### config.mk
export PLATFORM = sky130hd
export DESIGN_NAME = if_fetch_ctrl
export DESIGN_NICKNAME = d
export VERILOG_FILES = /design/src/rtl/if_fetch_ctrl.sv
export SDC_FILE = /design/constraint.sdc
export NUM_CORES = 1
export LEC_CHECK = 0
export ABC_AREA = 1
export CORE_MARGIN = 5
export CORE_UTILIZATION = 40
export CTS_BUF_LIST = sky130_fd_sc_hd__clkbuf_8
export DETAILED_ROUTE_END_ITERATION = 7
export PLACE_DENSITY = 0.7
export RECOVER_POWER = 25
export SKIP_CTS_REPAIR_TIMING = 1
export SLEW_MARGIN = 20
export SYNTH_ARGS = -nofsm -noshare
export SYNTH_HDL_FRONTEND = slang
export SYNTH_SLANG_ARGS = --single-unit
### constraint.sdc
create_clock -name clk -period 3.4 [get_ports clk]
set_input_delay 0.68 -clock clk [delete_from_list [all_inputs] [get_ports clk]]
set_output_delay 0.68 -clock clk [all_outputs]
set_load 0.02 [all_outputs]
### src/rtl/if_fetch_ctrl.sv
`default_nettype none
// ============================================================================
// if_fetch_ctrl - instruction fetch sequencer: bus requests, response skid FIFO, redirect/drop tracking.
// Optional bus-error handling (ERR state, fetch_err ports) via IF_FETCH_BUSERR_EN.   rev 1.0
// ============================================================================
module if_fetch_ctrl #(
    parameter logic [31:0] RESET_PC   = 32'h0000_0000,
    parameter int          SKID_DEPTH = 2
) (
    input  logic        clk,
    input  logic        rstb,
    input  logic        fetch_en,
    input  logic        jmp,
    input  logic [31:0] jmp_addr,
    output logic        ibus_req,
    output logic [31:0] ibus_addr,
    input  logic        ibus_gnt,
    input  logic        ibus_rvalid,
    input  logic [31:0] ibus_rdata,
`ifdef IF_FETCH_BUSERR_EN
    input  logic        ibus_err,
    output logic        fetch_err,
    output logic [31:0] fetch_err_addr,
`endif
    output logic        fifo_wr_en,
    output logic [31:0] fifo_wr_data,
    input  logic        fifo_full,
    output logic        fifo_jmp,
    output logic        fifo_jmp_bit1,
    output logic        busy
);

    localparam int          CW      = $clog2(SKID_DEPTH + 1);
    localparam int          PW      = (SKID_DEPTH > 1) ? $clog2(SKID_DEPTH) : 1;
    localparam logic [CW:0] DEPTH_C = (CW + 1)'(SKID_DEPTH);

`ifdef IF_FETCH_BUSERR_EN
    typedef enum logic [1:0] {IDLE = 2'd0, FETCH = 2'd1, ERR = 2'd2} state_t;
`else
    typedef enum logic {IDLE = 1'b0, FETCH = 1'b1} state_t;
`endif

    state_t        state_q, state_d;
    logic [29:0]   pc_q, pc_d;
    logic [CW-1:0] os_cnt_q, os_cnt_d;
    logic [CW-1:0] drop_cnt_q, drop_cnt_d;
    logic [CW-1:0] skid_cnt_q, skid_cnt_d;
    logic [PW-1:0] rd_ptr_q, rd_ptr_d;
    logic [PW-1:0] wr_ptr_q, wr_ptr_d;
    logic [31:0]   skid_q [SKID_DEPTH];

    logic          w_gnt;
    logic          w_drop;
    logic          w_rsp_err;
    logic          w_push;
    logic          w_unused_jmp0;

    function automatic logic [PW-1:0] ptr_inc(input logic [PW-1:0] p);
        return (p == PW'(SKID_DEPTH - 1)) ? '0 : p + PW'(1);
    endfunction

    assign w_gnt  = ibus_req & ibus_gnt;
    assign w_drop = ibus_rvalid & (drop_cnt_q != '0);
`ifdef IF_FETCH_BUSERR_EN
    assign w_rsp_err = ibus_err;
`else
    assign w_rsp_err = 1'b0;
`endif
    // A response arriving with a redirect belongs to the old stream and is discarded.
    assign w_push = ibus_rvalid & ~w_drop & ~w_rsp_err & ~jmp;
    assign w_unused_jmp0 = jmp_addr[0];

    assign ibus_req      = (state_q == FETCH) & ~jmp &
                           (({1'b0, os_cnt_q} + {1'b0, skid_cnt_q}) < DEPTH_C);
    assign ibus_addr     = {pc_q, 2'b00};
    assign fifo_wr_en    = (skid_cnt_q != '0) & ~fifo_full & ~jmp;
    assign fifo_wr_data  = skid_q[rd_ptr_q];
    assign fifo_jmp      = jmp & rstb;
    assign fifo_jmp_bit1 = jmp & jmp_addr[1] & rstb;
    assign busy          = (os_cnt_q != '0) | (skid_cnt_q != '0);

    always_comb begin
        state_d    = state_q;
        pc_d       = pc_q;
        os_cnt_d   = os_cnt_q + CW'(w_gnt) - CW'(ibus_rvalid);
        drop_cnt_d = drop_cnt_q;
        skid_cnt_d = skid_cnt_q + CW'(w_push) - CW'(fifo_wr_en);
        rd_ptr_d   = rd_ptr_q;
        wr_ptr_d   = wr_ptr_q;

        if (w_gnt)      pc_d       = pc_q + 30'd1;
        if (w_drop)     drop_cnt_d = drop_cnt_q - CW'(1);
        if (w_push)     wr_ptr_d   = ptr_inc(wr_ptr_q);
        if (fifo_wr_en) rd_ptr_d   = ptr_inc(rd_ptr_q);

        if (state_q == IDLE && fetch_en)
            state_d = FETCH;
        else if (state_q == FETCH && !fetch_en)
            state_d = IDLE;
`ifdef IF_FETCH_BUSERR_EN
        if (ibus_rvalid & ~w_drop & ibus_err & ~jmp)
            state_d = ERR;
`endif

        // Everything still in flight at a redirect is stale: drop_cnt tracks it
        if (jmp) begin
            state_d    = fetch_en ? FETCH : IDLE;
            pc_d       = jmp_addr[31:2];
            drop_cnt_d = os_cnt_d;
            skid_cnt_d = '0;
            rd_ptr_d   = '0;
            wr_ptr_d   = '0;
        end
    end

    always_ff @(posedge clk or negedge rstb) begin
        if (!rstb) begin
            state_q    <= IDLE;
            pc_q       <= RESET_PC[31:2];
            os_cnt_q   <= '0;
            drop_cnt_q <= '0;
            skid_cnt_q <= '0;
            rd_ptr_q   <= '0;
            wr_ptr_q   <= '0;
            for (int i = 0; i < SKID_DEPTH; i++)
                skid_q[i] <= '0;
        end else begin
            state_q    <= state_d;
            pc_q       <= pc_d;
            os_cnt_q   <= os_cnt_d;
            drop_cnt_q <= drop_cnt_d;
            skid_cnt_q <= skid_cnt_d;
            rd_ptr_q   <= rd_ptr_d;
            wr_ptr_q   <= wr_ptr_d;
            if (w_push)
                skid_q[wr_ptr_q] <= ibus_rdata;
        end
    end

`ifdef IF_FETCH_BUSERR_EN
    logic [31:0] fetch_err_addr_q;

    // The erroring word is the oldest live request: pc minus everything still outstanding
    always_ff @(posedge clk or negedge rstb) begin
        if (!rstb)
            fetch_err_addr_q <= '0;
        else if (ibus_rvalid & ~w_drop & ibus_err & ~jmp & (state_q != ERR))
            fetch_err_addr_q <= {pc_q - 30'(os_cnt_q), 2'b00};
    end

    assign fetch_err      = (state_q == ERR);
    assign fetch_err_addr = fetch_err_addr_q;
`endif

endmodule
`default_nettype wire

==> summary.txt, run 1 <==
Status -> complete, no violations
CP Class -> reg -> out
Final worst slack -> 477 ps
Reg2reg setup slack -> 860 ps
Drt via density -> 4.72
Most frequent cells in the layout -> nand2_1, clkdlybuf4s50_1, dfrtp_1, nor2_1, inv_1
CP dominant cell by count -> inv_1
TNS Setup -> 0 ps
GRT Util Overall -> 17.6%
Largest area contributor in the netlist -> dfrtp_1
Count of cell types in the netlist -> 41
Initial antenna violation count -> 1
Core box area -> 0.0140 mm²
Width of the die -> 130 µm
DR WL/cell -> 13.4 µm
Antenna cell count -> 0
Slew headroom -> 3.98%
TritonCTS clock tree -> yes
Fmax -> 342 MHz
Overall Power -> 4.97 mW
Final Net Count -> 980
Pre-CTS setup slack -> 503 ps
YS warnings -> 0
Most common cell after layout, fill and taps aside -> nand2_1
H-tree depth -> 3
Largest net degree at the start of global routing -> 65
Hold Crit Class -> reg -> reg
Bufs on Longest Clock Path -> 2
Iteration-0 DRC Markers -> 343
Worst Tran Pin Value -> 1440 ps
Synthesized instance count -> 780
TritonCTS Buffers -> 9
Total count of hold-check failures in the final report -> 0
Data required time of the worst path -> 2720 ps
P_leak -> 3.54 nW
Sequential fraction of the synthesis area -> 44.8%
Die height -> 130 µm
Routed vias -> 5129
Area contributors post-synth -> dfrtp_1, nand2_1, nor2_1
Power density cells -> 667 mW/mm²
Worst VDD drop -> 0.000225 V
DRC Markers -> 0
Setup violations, final -> 0
Total Wirelength -> 14500 µm
Syn avg cell area -> 7.38 µm²
Seq cells post-synth -> 103
Number of global-route vias before repair -> 4802
Layout area overhead -> 29.4%
Worst path buffer plus inverter count -> 3
Final min period -> 2920 ps
First-pass GRT wire length -> 23600 µm
Clock Latency Late Sink -> 400 ps
Max-slew violations -> 0
Critical Path Start Type -> register
Total grt overflow -> 0
Post-DP HPWL -> 10300 µm
Crit-path max FO -> 3
Sink Count -> 103
Worst path slowest cell -> clkdlybuf4s50_1
Clock skew -> 16.0 ps
CP Cell Sequence -> nand2_1 > inv_1 > fa_1 > nor2_4 > nand3_1 > inv_1 > clkdlybuf4s50_1
Post-route ant nets -> 0
Clock-pin slew on the worst setup and hold paths -> 110 ps
Arrival @ worst endpoint -> 2240 ps
Top cell type's share of synthesized area -> 44.8%
Die area -> 0.0169 mm²
Core Rows -> 43
Initial Util -> 41.1%
Max_cap viols -> 0
Mapped Area -> 0.00576 mm²
Crit-path leading delay family -> buffers and inverters
Fin crit share -> 86.0%
Layout cell share with drive strength beyond 1 -> 10.0%
Port-buffer cells -> 136
Worst hold margin -> 494 ps
CP peak stage delay -> 590 ps
Ports -> 140
DR pass1 iterations -> 5
Last weighted congestion value of the routability-driven placer -> 0.877
CP Capture Type -> primary output
Fillers -> 1346
Clk root buf -> clkbuf_8
RSZ-0062 raised after global routing -> no
==> stage by stage <==
step / instances / instance area, µm² / util [%]
final: 1087 / 7450 / 53.2
after global routing: 1087 / 7450 / 53.2
after CTS: 1087 / 7450 / 53.3
after detailed placement: 1071 / 7230 / 51.7
after global placement: 1071 / 7230 / 51.7
after floorplan: 781 / 5760 / -
==> synthesized netlist by cell type, drive strengths merged <==
cell type and instances:
conb 1, or2 2, nand3 42, o211a 1, dfrtp 103, o211ai 3, and2 2, inv 78
nor3 8, clkinv 1, clkbuf 19, buf 17, fa 1, xnor2 3, a31oi 1, xor2 2
nand2 298, nor2 94, ha 6, nand3b 1, and3 1, a211oi 1, o22ai 4, a21oi 9
o21ai 79, nand4 3
==> final timing paths <==
path,startpoint,endpoint,depth (start not counted)
worst max-delay path,skid_cnt_q[0],ibus_req,7
worst min-delay path,skid_q[32],skid_q[32],2
worst max register to register,skid_cnt_q[0],drop_cnt_q[1],12
worst min register to register,skid_q[32],skid_q[32],2
max in group asynchronous,rstb,skid_q[3],3
min in group asynchronous,rstb,pc_q[23],2
==> area by class of cell <==
type	instances	area, µm²	area share, %
multi-input combinational	563	2660	35.8
sequential	103	2580	34.6
timing repair buffer	146	1450	19.5
inverter	79	304	4.08
tap	180	225	3.02
clock buffer	9	124	1.66
clock inverter	7	100	1.34
==> where the power goes <==
group	leakage (nW)	internal, mW	switching, mW
Sequential	1.28	1.64	0.300
Clock	0.112	0.364	0.491
Combinational	2.14	0.984	1.19
Total	3.54	2.99	1.98
==> sequential cells by signal, summed over array words and instances, names as in the netlist <==
register	count
rd_ptr_q	1
os_cnt_q	2
pc_q	30
wr_ptr_q	1
drop_cnt_q	2
state_q	1
skid_cnt_q	2
skid_q	64
==> tightest hold or removal path: cells and delay by family, from the launching register on <==
kind | cells | cell delay (ps)
AO/OA/AOI/OAI | 1 | 40
flip-flops | 1 | 360
AND/OR/NAND/NOR | 1 | 60
==> kinds of logic (layout without fill, tap and decap cells) <==
kind of cell               count (synthesis)  count (layout)  share of synthesized area (%)
DFF                                      103             103                           44.8
buffers and inverters                    115             241                           9.02
and+or+nand+nor                          451             451                           33.3
other                                      1               2                         0.0652
adders and majority gates                  7               7                           1.65
xor gates and xnor gates                   5               5                          0.761
AOI/OAI and AO/OA                         98              98                           10.5
==> layer usage <==
layer | wire length [µm] | GRT usage [%]
met5 | 15 | 0
met4 | 184 | 4.77
met3 | 969 | 4.91
met2 | 6600 | 27.4
met1 | 6770 | 24.2
(Power assumes the default switching activity.)
==> inputs of run 2 (changes only) <==
--- a/config.mk
+++ b/config.mk
@@ -10,9 +10,9 @@
 export CORE_UTILIZATION = 40
 export CTS_BUF_LIST = sky130_fd_sc_hd__clkbuf_8
 export DETAILED_ROUTE_END_ITERATION = 7
+export GPL_ROUTABILITY_DRIVEN = 0
 export PLACE_DENSITY = 0.7
 export RECOVER_POWER = 25
-export SKIP_CTS_REPAIR_TIMING = 1
 export SLEW_MARGIN = 20
 export SYNTH_ARGS = -nofsm -noshare
 export SYNTH_HDL_FRONTEND = slang
==> results of run 2 <==
The final DEF is identical to that of run 1; final timing and power are the same.
==> inputs of run 3 (changes only) <==
==> constraint.sdc (replaced) <==
create_clock -name clk -period 2.8 [get_ports clk]
set_input_delay 0.56 -clock clk [delete_from_list [all_inputs] [get_ports clk]]
set_output_delay 0.56 -clock clk [all_outputs]
set_load 0.02 [all_outputs]
==> summary.txt, run 3 (synthesized netlist as in run 1, its figures left out) <==
Status -> complete, no violations
Most common cell after layout, fill and taps aside -> nand2_1
Max_cap viols -> 0 (unchanged)
RSZ-0062 raised after global routing -> no
Slew headroom -> 4.81% (+0.83 points)
Total Wirelength -> 14500 µm (about the same)
Clk root buf -> clkbuf_8
Combinational share of power -> 44.4% (+0.7 points)
H-tree depth -> 3 (unchanged)
Reg2reg setup slack -> 510 ps (-350 ps)
Fin cells -> 1088 (+0.092%)
Post-route ant nets -> 0 (unchanged)
Max-slew violations -> 0 (unchanged)
Clock Latency Late Sink -> 370 ps (-30 ps)
Biggest regs -> skid_q x64, pc_q x30
DR WL/cell -> 13.4 µm (-0.11%)
Width of the die -> 130 µm (unchanged)
Arrival @ worst endpoint -> 1970 ps (-270 ps)
Post-layout util -> 53.4% (+0.13 points)
Fin crit share -> 90.4%
Data required time of the worst path -> 2240 ps (-480 ps)
DP Cell Count -> 1073 (+0.19%)
Largest register FFs -> 64 (unchanged)
Biggest register -> skid_q
Iteration-0 DRC Markers -> 396 (+15%)
Layout cell share with drive strength beyond 1 -> 10.1% (+0.099 points)
Core Rows -> 43 (unchanged)
FF+latch area -> 0.00258 mm² (unchanged)
Critical Path Start Type -> primary input
Die area -> 0.0169 mm² (unchanged)
Initial antenna violation count -> 1 (unchanged)
Sink Count -> 103 (unchanged)
Power density cells -> 802 mW/mm² (+20%)
Worst Tran Pin Value -> 1430 ps (-12.5 ps)
Fmax -> 395 MHz
Wire length on met2 -> 6580 µm (-0.32%)
Hold Crit Class -> reg -> reg
Number of global-route vias before repair -> 4717 (-1.8%)
Final min period -> 2530 ps
Ports -> 140 (unchanged)
Clock-pin slew on the worst setup and hold paths -> 90 ps (-20 ps)
Met3 WL post-DR -> 1030 µm (+6.7%)
CP Capture Type -> primary output
P_leak -> 3.55 nW (+0.46%)
Core box area -> 0.0140 mm² (unchanged)
DR top layer -> met5
Die height -> 130 µm (unchanged)
Setup violations, final -> 0 (unchanged)
Routed vias -> 5139 (+0.19%)
Post-DP HPWL -> 10200 µm (-0.19%)
Total count of hold-check failures in the final report -> 0 (unchanged)
Crit path from -> jmp
CP Class -> in -> out
Initial Util -> 41.1% (unchanged)
Worst VDD drop -> 0.000272 V (+21%)
Clock skew -> 9.84 ps (-6.19 ps)
Largest net degree at the start of global routing -> 104 (+60%)
DR pass1 iterations -> 5 (unchanged)
Post-Route M1 WL -> 6630 µm (-2.2%)
Antenna cell count -> 0 (unchanged)
TritonCTS clock tree -> yes
Total grt overflow -> 0 (unchanged)
Final Net Count -> 982 (+0.20%)
Crit-path max FO -> 5 (+2)
Register share of total power -> 39.4% (+0.3 points)
Layout area overhead -> 29.7%
TNS Setup -> 0 ps (unchanged)
Psw -> 2.35 mW (+19%)
Clk pwr share -> 16.2% (-1.0 points)
Cell Int Power -> 3.63 mW (+21%)
RR Startpoint -> skid_cnt_q[0]
Port-buffer cells -> 136 (unchanged)
TritonCTS Buffers -> 9 (unchanged)
First-pass GRT wire length -> 23300 µm (-1.2%)
Fillers -> 1361 (+1.1%)
Switching Share -> 39.3% (-0.47 points)
Setup bufs post-CTS -> 0
GRT Util Overall -> 17.4% (-0.19 points)
Bufs on Longest Clock Path -> 2 (unchanged)
Drt via density -> 4.72 (+0.10%)
Min-delay src -> skid_q[34]
Area of the multi-input gates -> 0.00266 mm² (unchanged)
DRC Markers -> 0 (unchanged)
Most frequent cells in the layout -> nand2_1, clkdlybuf4s50_1, dfrtp_1, nor2_1, inv_1
[run 3: critical path: stages]
cell,delay (ps)
clkdlybuf4s50_1,600
nand2_1,110
nor2_1,100
clkdlybuf4s50_1,600
[run 3: timing repair]
action	CTS	global route
hold buffers	0	0
gates resized for setup	1	0
endpoints found under the setup margin	1	0
[run 3: final timing paths]
check | cells past startpoint | endpoint
worst max-delay path | 4 | fifo_jmp_bit1
worst min-delay path | 2 | skid_q[34]
worst max register to register | 12 | drop_cnt_q[1]
worst min register to register | 2 | skid_q[34]
max in group asynchronous | 2 | os_cnt_q[1]
min in group asynchronous | 2 | pc_q[24]
[run 3: per-layer routing]
| metal | global-route usage [%] | vias to the layer above |
|---|---|---|
| met4 | 6.42 | 2 |
| met5 | 0 | - |
| met1 | 24.0 | 2286 |
| met2 | 27.1 | 160 |
| met3 | 3.64 | 22 |
| li1 | - | 2669 |
[run 3: power groups by stage]
stage          sequential [mW]  combinational [mW]  clock (mW)
6_report                  2.36                2.65       0.972
5_1_grt                   2.43                2.93        1.06
4_1_cts                   2.35                2.70        1.02
3_5_place_dp              2.38                2.69           0
3_3_place_gp              2.37                2.66           0
2_1_floorplan             2.39                1.58           0
[run 3: cell type report]
cell class                 count  share of cell area, %
multi-input combinational    563                   35.7
clock buffer                   9                   1.66
timing repair buffer         148                   20.0
tap                          180                   3.02
clock inverter                 6                   1.02
sequential                   103                   34.5
inverter                      79                   4.07
[run 3: through the flow]
stage	hold WS (ps)	setup slack [ps]	total power, mW	cell area, µm²
3_5_place_dp	471	231	5.07	7280
6_report	492	270	5.98	7460
2_1_floorplan	264	449	3.97	5760
5_1_grt	512	172	6.42	7460
4_1_cts	337	232	6.07	7480
3_3_place_gp	466	244	5.03	7280
